==> src/rtl/mem_stage_sram_ctrl_if.sv <==
// Bundle between the MEM-stage pipeline request, the SRAM controller and the external 16-bit SRAM.
// The slave modport is the controller; the master modport is the pipeline/SRAM side.
interface mem_stage_sram_ctrl_if;
  logic        memReadEn;
  logic        memWriteEn;
  logic [31:0] address;
  logic [31:0] writeData;
  logic [31:0] readData;
  logic        ready;
  logic [17:0] sram_addr;
  logic [15:0] sram_dq_out;
  logic [15:0] sram_dq_in;
  logic        sram_dq_oe;
  logic        sram_we_n;

  modport slave (
    input  memReadEn, memWriteEn, address, writeData, sram_dq_in,
    output readData, ready, sram_addr, sram_dq_out, sram_dq_oe, sram_we_n
  );

  modport master (
    output memReadEn, memWriteEn, address, writeData, sram_dq_in,
    input  readData, ready, sram_addr, sram_dq_out, sram_dq_oe, sram_we_n
  );
endinterface

==> src/rtl/mem_stage_sram_ctrl.sv <==
// Sequences one 32-bit pipeline load/store as two fixed-wait 16-bit SRAM phases (low, then high half).
// Access takes 2*WAIT_CYCLES+2 cycles; ready stays low (freezing the pipeline) until the DONE cycle.
module mem_stage_sram_ctrl #(
  parameter int WAIT_CYCLES = 2,
  parameter int ADDR_BASE   = 1024
) (
  input  logic                  clk,
  input  logic                  rst,
  mem_stage_sram_ctrl_if.slave  bus
);

  localparam int CW = $clog2(WAIT_CYCLES + 1);

  localparam logic [1:0] S_IDLE = 2'd0;
  localparam logic [1:0] S_LOW  = 2'd1;
  localparam logic [1:0] S_HIGH = 2'd2;
  localparam logic [1:0] S_DONE = 2'd3;

  localparam logic [CW-1:0] CNT_LAST  = CW'(WAIT_CYCLES - 1);
  localparam logic [CW-1:0] CNT_ONE   = CW'(1);
  localparam logic [31:0]   BASE_ADDR = 32'(ADDR_BASE);

  logic [1:0]    state_q, state_d;
  logic [CW-1:0] cnt_q, cnt_d;
  logic [31:0]   rd_q, rd_d;

  logic        request;
  logic        is_write;
  logic        hi_half;
  logic        phase_last;
  logic [31:0] offs;
  logic        unused_addr_bits;

  assign request    = bus.memReadEn | bus.memWriteEn;
  // A simultaneous read+write is treated as a write.
  assign is_write   = bus.memWriteEn;
  assign hi_half    = (state_q == S_HIGH);
  assign phase_last = (cnt_q == CNT_LAST);
  assign offs       = bus.address - BASE_ADDR;

  assign unused_addr_bits = ^{offs[31:19], offs[1:0]};

  always_comb begin
    state_d         = state_q;
    cnt_d           = cnt_q;
    rd_d            = rd_q;
    bus.ready       = 1'b0;
    bus.sram_addr   = 18'd0;
    bus.sram_dq_out = 16'd0;
    bus.sram_dq_oe  = 1'b0;
    bus.sram_we_n   = 1'b1;

    case (state_q)
      S_IDLE: begin
        bus.ready = ~request;
        if (request) begin
          state_d = S_LOW;
          cnt_d   = '0;
        end
      end

      S_LOW, S_HIGH: begin
        bus.sram_addr = {offs[18:2], hi_half};
        if (is_write) begin
          bus.sram_dq_out = hi_half ? bus.writeData[31:16] : bus.writeData[15:0];
          bus.sram_dq_oe  = 1'b1;
          bus.sram_we_n   = 1'b0;
        end else if (phase_last) begin
          // Sample at the end of the phase so the async SRAM has had every wait state to settle.
          if (hi_half) rd_d[31:16] = bus.sram_dq_in;
          else         rd_d[15:0]  = bus.sram_dq_in;
        end

        if (phase_last) begin
          cnt_d   = '0;
          state_d = hi_half ? S_DONE : S_HIGH;
        end else begin
          cnt_d = cnt_q + CNT_ONE;
        end
      end

      S_DONE: begin
        bus.ready = 1'b1;
        state_d   = S_IDLE;
      end

      default: state_d = S_IDLE;
    endcase
  end

  always_ff @(posedge clk or posedge rst) begin
    if (rst) begin
      state_q <= S_IDLE;
      cnt_q   <= '0;
      rd_q    <= 32'd0;
    end else begin
      state_q <= state_d;
      cnt_q   <= cnt_d;
      rd_q    <= rd_d;
    end
  end

  assign bus.readData = rd_q;

endmodule

==> src/flat_wrapper.sv <==
// flat-port wrapper written by rule: the top's interface ports become plain ports
module mem_stage_sram_ctrl_flat 
#(
  parameter int WAIT_CYCLES = 2,
  parameter int ADDR_BASE   = 1024
)
  (clk, rst, bus_memReadEn, bus_memWriteEn, bus_address, bus_writeData, bus_sram_dq_in, bus_readData, bus_ready, bus_sram_addr, bus_sram_dq_out, bus_sram_dq_oe, bus_sram_we_n);
  mem_stage_sram_ctrl_if bus_i ();
  input  logic clk;
  input  logic rst;
  input wire logic [$bits(bus_i.memReadEn)-1:0] bus_memReadEn;
  input wire logic [$bits(bus_i.memWriteEn)-1:0] bus_memWriteEn;
  input wire logic [$bits(bus_i.address)-1:0] bus_address;
  input wire logic [$bits(bus_i.writeData)-1:0] bus_writeData;
  input wire logic [$bits(bus_i.sram_dq_in)-1:0] bus_sram_dq_in;
  output wire logic [$bits(bus_i.readData)-1:0] bus_readData;
  output wire logic [$bits(bus_i.ready)-1:0] bus_ready;
  output wire logic [$bits(bus_i.sram_addr)-1:0] bus_sram_addr;
  output wire logic [$bits(bus_i.sram_dq_out)-1:0] bus_sram_dq_out;
  output wire logic [$bits(bus_i.sram_dq_oe)-1:0] bus_sram_dq_oe;
  output wire logic [$bits(bus_i.sram_we_n)-1:0] bus_sram_we_n;
  assign bus_i.memReadEn = bus_memReadEn;
  assign bus_i.memWriteEn = bus_memWriteEn;
  assign bus_i.address = bus_address;
  assign bus_i.writeData = bus_writeData;
  assign bus_i.sram_dq_in = bus_sram_dq_in;
  assign bus_readData = bus_i.readData;
  assign bus_ready = bus_i.ready;
  assign bus_sram_addr = bus_i.sram_addr;
  assign bus_sram_dq_out = bus_i.sram_dq_out;
  assign bus_sram_dq_oe = bus_i.sram_dq_oe;
  assign bus_sram_we_n = bus_i.sram_we_n;
  mem_stage_sram_ctrl #(.WAIT_CYCLES(WAIT_CYCLES), .ADDR_BASE(ADDR_BASE)) u_core (.clk(clk), .rst(rst), .bus(bus_i));
endmodule
==> config.mk <==
export PLATFORM = sky130hd
export DESIGN_NAME = mem_stage_sram_ctrl_flat
export DESIGN_NICKNAME = d
export VERILOG_FILES = /design/src/rtl/mem_stage_sram_ctrl_if.sv /design/src/rtl/mem_stage_sram_ctrl.sv /design/src/flat_wrapper.sv
export SDC_FILE = /design/constraint.sdc
export NUM_CORES = 1
export LEC_CHECK = 0
export CAP_MARGIN = 25
export CORE_MARGIN = 1
export CORE_UTILIZATION = 34
export CTS_CLUSTER_DIAMETER = 30
export DETAILED_ROUTE_END_ITERATION = 10
export PLACE_DENSITY = 0.86
export SLEW_MARGIN = 15
export SYNTH_ARGS = -nofsm -noshare
export SYNTH_HDL_FRONTEND = slang
export SYNTH_SLANG_ARGS = --single-unit
==> constraint.sdc <==
create_clock -name clk -period 2.8 [get_ports clk]
set_input_delay 0.56 -clock clk [delete_from_list [all_inputs] [get_ports clk]]
set_output_delay 0.56 -clock clk [all_outputs]
set_load 0.03 [all_outputs]
======== Word level (Yosys, flattened, before mapping) ========
Cells that the tools add are included.
word-level totals
  output and inout port bits .............. 69
  bits in registers ....................... 36
  input bits .............................. 84
operators by class
  reductions and logical operators ........ 7
  bitwise logic cells ..................... 4
  eq/ne operators ......................... 6
  muxes and demuxes ....................... 16
  $add $sub $neg .......................... 2
operators with widths
  kind                                                                     number
  16-bit two-way mux                                                       3
  19-bit by 11-bit subtractor with 19-bit output, second input constant    1
  18-bit two-way mux                                                       1
  2-bit two-way mux                                                        4
  4-bit AND reduction                                                      2
  2-bit case mux with 3 select lines                                       1
  1-bit two-way mux                                                        5
  2-bit by 1-bit == test with 1-bit output, second input constant          2
  2-bit == test, second input constant                                     2
  2-bit by 1-bit inequality test with 1-bit output, second input constant  2
  2-bit case mux with 2 select lines                                       1
  2-bit AND reduction                                                      2
  1-bit inverter                                                           3
  2-bit by 1-bit adder with 2-bit output, second input constant            1
  2-bit logical NOT                                                        1
  1-bit case mux with 2 select lines                                       1
  2-bit nonzero test                                                       1
  2-bit OR reduction                                                       1
  1-bit bitwise OR                                                         1

======== Depth between registers and ports, before layout ========
  depth in word-level cells ............... 4
  depth in mapped cells ................... 8
  mapped depth without buffers ............ 5

======== Worst setup path before layout ========
No wires, ideal clock.
  path kind ............................... input-to-output
  from .................................... in bus_address[16]
  to ...................................... out bus_sram_addr[17]
  cell stages on the path ................. 3
  arrival ................................. 2.316 ns
  slack ................................... -0.076 ns
  required time ........................... 2.240 ns
  path buffers ............................ 0
  cell sequence ........................... or4_1 -> or4_1 -> a21boi_0
between the ends
  word-level cells in the longest chain between the ends .. 2
RTL lines
  item                                            RTL line                   RTL
  start, declared                                 flat_wrapper.sv:13         input wire logic [$bits(bus_i.address)-1:0] bus_address;
  19-bit by 11-bit subtractor with 19-bit output  mem_stage_sram_ctrl.sv:39  assign offs = bus.address - BASE_ADDR;
  18-bit two-way mux                              mem_stage_sram_ctrl.sv:53  case (state_q)
  end, declared                                   flat_wrapper.sv:18         output wire logic [$bits(bus_i.sram_addr)-1:0] bus_sram_addr;
Every way passes these cells.

======== Final worst setup path ========
  from .................................... in bus_address[14]
  to ...................................... out bus_sram_addr[17]
The elaborated chain is that of the path after synthesis.

==> metrics.txt <==
# TYPE chip_impl_metric gauge
chip_impl_metric{name="wire_length_of_the_first_global_routing_pass",unit="mm"} 8.31
chip_impl_metric{name="yosysWarnings",unit=""} 0
chip_impl_metric{name="antenna-diode-count",unit=""} 0
chip_impl_metric{name="wl",unit="mm"} 5.11
chip_impl_info{name="worst_case_hold_path_end_point",value="u_core.bus.readData[11]"} 1
chip_impl_metric{name="worst_setup_hold_path_clk_slew",unit="ps"} 70
chip_impl_info{name="timing.critical_path.cells",value="clkdlybuf4s50_1 -> or4_4 -> or4_1 -> a21boi_2 -> buf_6"} 1
chip_impl_info{name="critical-path-slowest-cell",value="sky130_fd_sc_hd__clkdlybuf4s50_1"} 1
chip_impl_metric{name="use_met2",unit="%"} 30.3
chip_impl_info{name="worstReg2RegStart",value="u_core.state_q[0]"} 1
chip_impl_metric{name="route.detailed.wl_per_inst",unit="µm"} 12.9
chip_impl_metric{name="post_synth_instance_area",unit="mm²"} 0.00202
chip_impl_info{name="tritoncts",value="done"} 1
chip_impl_metric{name="final_layout_size_suffix_gt1_share",unit="%"} 27.6
chip_impl_info{name="buffer_type_at_the_clock_tree_root",value="sky130_fd_sc_hd__clkbuf_8"} 1
chip_impl_metric{name="setup_ws",unit="ps"} 33.6
chip_impl_metric{name="timing.final.crit_period",unit="ps"} 2770
chip_impl_metric{name="power_density",unit="mW/mm²"} 1170
chip_impl_metric{name="irDropWorstVdd",unit="µV"} 584
chip_impl_metric{name="floorplan.die.height",unit="µm"} 79.1
chip_impl_metric{name="globalRouteMet3Util",unit="%"} 2.99
chip_impl_metric{name="worst_pin_slew",unit="ps"} 608
chip_impl_metric{name="vias",unit=""} 1858
chip_impl_metric{name="cts.path.max_buffers",unit=""} 2
chip_impl_metric{name="crit_fanout",unit=""} 4
chip_impl_metric{name="cts_setup_buffers",unit=""} 0
chip_impl_metric{name="vias_in_the_first_global_route",unit=""} 1825
chip_impl_metric{name="worst_path_arrival_time",unit="ps"} 2210
chip_impl_info{name="synth_top_cell_by_area",value="sky130_fd_sc_hd__dfrtp_1"} 1
chip_impl_metric{name="detailedRoute.firstIterationViolations",unit=""} 33
chip_impl_metric{name="first_drt_pass_iteration_count",unit=""} 4
chip_impl_metric{name="hold-path-cell-count",unit=""} 1
chip_impl_metric{name="dp.final_hpwl",unit="mm"} 4.13
chip_impl_metric{name="critPathRequiredTime",unit="ps"} 2240
chip_impl_info{name="synth_area_leaders",value="sky130_fd_sc_hd__dfrtp_1, sky130_fd_sc_hd__mux2_2, sky130_fd_sc_hd__mux2i_1, sky130_fd_sc_hd__mux2_4, sky130_fd_sc_hd__nor2_1"} 1
chip_impl_metric{name="final.hold.worst_slack",unit="ps"} 505
chip_impl_metric{name="final_max_slew_viol_count",unit=""} 0
chip_impl_metric{name="timing.max_slew.rel_slack",unit="%"} 59.4
chip_impl_metric{name="syn-num-nets",unit=""} 260
chip_impl_metric{name="floorplan.initialDensity",unit="%"} 36.1
chip_impl_metric{name="cts_bufs_inserted",unit=""} 5
chip_impl_metric{name="setup_viol",unit=""} 0
chip_impl_metric{name="tritoncts_num_sinks",unit=""} 36
chip_impl_info{name="rsz0062_at_grt",value="no"} 1
chip_impl_metric{name="antenna_found_initial",unit=""} 0
chip_impl_metric{name="p_leak",unit="nW"} 1.59
chip_impl_metric{name="clk-insertion-delay-late",unit="ps"} 270
chip_impl_info{name="critPathLaunch",value="bus_address[14]"} 1
chip_impl_info{name="grt-busiest-layer",value="met2"} 1
chip_impl_info{name="outcome",value="completed"} 1
chip_impl_info{name="crit_path_end_kind",value="output port"} 1
chip_impl_metric{name="synth_sequential_area_ratio",unit="%"} 44.6
chip_impl_metric{name="period_share",unit="%"} 98.8
chip_impl_info{name="timing.hold.worst.class",value="flop to flop"} 1
chip_impl_metric{name="finalWeightedCongestion",unit=""} 0.759
chip_impl_metric{name="dp_slack",unit="ps"} -168
chip_impl_metric{name="critPathMaxStageDelay",unit="ps"} 440
chip_impl_info{name="hold_path_startpoint",value="u_core.bus.readData[11]"} 1
chip_impl_metric{name="viasPerCell",unit=""} 4.70
chip_impl_metric{name="synth.lib_cells_used.distinct",unit=""} 33
chip_impl_info{name="startpoint_type",value="input port"} 1
chip_impl_metric{name="final_setup_skew",unit="ps"} 5.38
chip_impl_metric{name="io_buffer_count",unit=""} 137
chip_impl_metric{name="ys_ff_latch",unit=""} 36
chip_impl_metric{name="row_count",unit=""} 27
chip_impl_info{name="critPathKind",value="input port to output port"} 1
chip_impl_metric{name="grt_util_all_layers",unit="%"} 16.8
chip_impl_metric{name="drc_markers",unit=""} 0
chip_impl_metric{name="grt_overflow_total",unit=""} 0
chip_impl_metric{name="drtAntennaViolNets",unit=""} 0
chip_impl_metric{name="nNetsFinal",unit=""} 411
chip_impl_metric{name="yosys.area.top_type_share",unit="%"} 44.6
chip_impl_metric{name="synthesis.instances",unit=""} 172
chip_impl_info{name="worst_r2r_endpoint",value="u_core.bus.readData[25]"} 1
chip_impl_metric{name="hold_viol_final",unit=""} 0
chip_impl_metric{name="die_area",unit="mm²"} 0.00626
chip_impl_metric{name="io_pins",unit=""} 153
chip_impl_metric{name="ff2ff_setup_slack",unit="ps"} 530
chip_impl_metric{name="post_cts_hold_buffer_count",unit=""} 0
chip_impl_metric{name="achievable-frequency",unit="MHz"} 361
chip_impl_metric{name="postSynthAreaPerCell",unit="µm²"} 11.8
chip_impl_metric{name="pin_count_of_the_biggest_net_entering_global_routing",unit=""} 23
chip_impl_metric{name="design.core.area",unit="mm²"} 0.00561
chip_impl_metric{name="die_width",unit="µm"} 79.1
chip_impl_metric{name="ctsHtreeMaxLevel",unit=""} 2
chip_impl_metric{name="use_met1",unit="%"} 20.0
chip_impl_metric{name="worst-r2r-cell-count",unit=""} 6
chip_impl_metric{name="flow.area_growth_from_synthesis",unit="%"} 78.2
chip_impl_metric{name="number_of_max_cap_violations",unit=""} 0
==> where the power goes <==
group	leakage (nW)	internal (mW)	switching (mW)
combinational	1.11	1.37	1.59
sequential	0.439	0.782	0.143
clock	0.0410	0.169	0.160
==> cell families (layout without fill, tap and decap cells) <==
| kind of cell | Yosys count | count (layout) | share of synthesized area (%) |
|---|---|---|---|
| compound gates | 16 | 16 | 5.51 |
| xor+xnor | 1 | 1 | 0.433 |
| fa+ha+maj | 4 | 4 | 2.48 |
| buf+inv | 15 | 166 | 4.64 |
| flops | 36 | 36 | 44.6 |
| mux | 50 | 50 | 28.6 |
| simple gates | 50 | 50 | 13.8 |
==> synth_stat cells (all sizes together) <==
master / count
nor4: 1
nor2: 20
dfrtp: 36
nand3b: 1
or4b: 2
mux2: 32
or2b: 2
o21ai: 5
buf: 6
or3: 2
nor3b: 1
nand2b: 3
and2: 9
inv: 6
mux2i: 18
o2bb2ai: 1
nand2: 3
a21boi: 5
nor3: 1
nor2b: 2
a221o: 1
clkbuf: 3
or4: 3
xnor2: 1
o21a: 2
o31ai: 2
ha: 4
==> area by class of cell <==
class	instances	area, µm²
Clock buffer	6	72.6
Clock inverter	1	5.00
Fill cell	448	2010
Inverter	6	22.5
Multi-Input combinational cell	121	1060
Sequential cell	36	901
Tap cell	72	90.1
Timing Repair Buffer	153	1450
==> registers in the layout, indices dropped and copies added (netlist names) <==
name                 cells
u_core.bus.readData     32
u_core.cnt_q             2
u_core.state_q           2
==> how the worst max path moves through the flow <==
stage	slack (ps)	cells after the start	to
final	30	5	bus_sram_addr[17]
after floorplan	90	3	bus_sram_addr[16]
after detailed placement	-170	5	bus_sram_addr[17]
after global routing	3	5	bus_sram_addr[17]
after CTS	5	6	bus_sram_addr[14]
after global placement	-120	5	bus_sram_addr[17]
==> through the flow <==
stage	utilization, %	cells	instance area, µm²	TNS (ps)	total power [mW]
floorplan	-	172	2020	0	2.74
global placement	62.2	388	3490	-270	3.83
detailed placement	62.2	388	3490	-392	3.89
CTS	63.8	395	3580	0	4.24
global route	64.2	395	3600	0	4.46
finish	64.2	395	3600	0	4.21
==> per-layer routing <==
layer	vias to the layer above	share of wire (%)
met5	-	0
met4	0	1.0
met3	4	6.0
met2	85	52
met1	865	41
li1	904	-
==> layout by cell type, fill, tap and decap left out, types with 3 or more instances in the layout <==
cell type | netlist | final
sky130_fd_sc_hd__and2_1 | 9 | 9
sky130_fd_sc_hd__mux2_2 | 22 | 22
sky130_fd_sc_hd__clkbuf_8 | 0 | 5
sky130_fd_sc_hd__nand2b_1 | 3 | 3
sky130_fd_sc_hd__buf_4 | 1 | 39
sky130_fd_sc_hd__o21ai_0 | 5 | 5
sky130_fd_sc_hd__inv_1 | 6 | 6
sky130_fd_sc_hd__dfrtp_1 | 36 | 36
sky130_fd_sc_hd__clkdlybuf4s50_1 | 0 | 106
sky130_fd_sc_hd__mux2_4 | 10 | 10
sky130_fd_sc_hd__mux2i_1 | 18 | 18
sky130_fd_sc_hd__dlygate4sd2_1 | 0 | 3
sky130_fd_sc_hd__nor2_1 | 20 | 19
==> critical path, delay by kind of cell <==
| kind | cells | cell delay [ps] |
|---|---|---|
| simple gates | 2 | 880 |
| buf+inv | 2 | 590 |
| compound gates | 1 | 170 |
==> timing repair <==
action,CTS,global route
endpoints found under the setup margin,4,18
resized for setup,9,8
pin swaps,4,1
cloned,0,0
No activity file was read; power rests on OpenSTA's default activity.
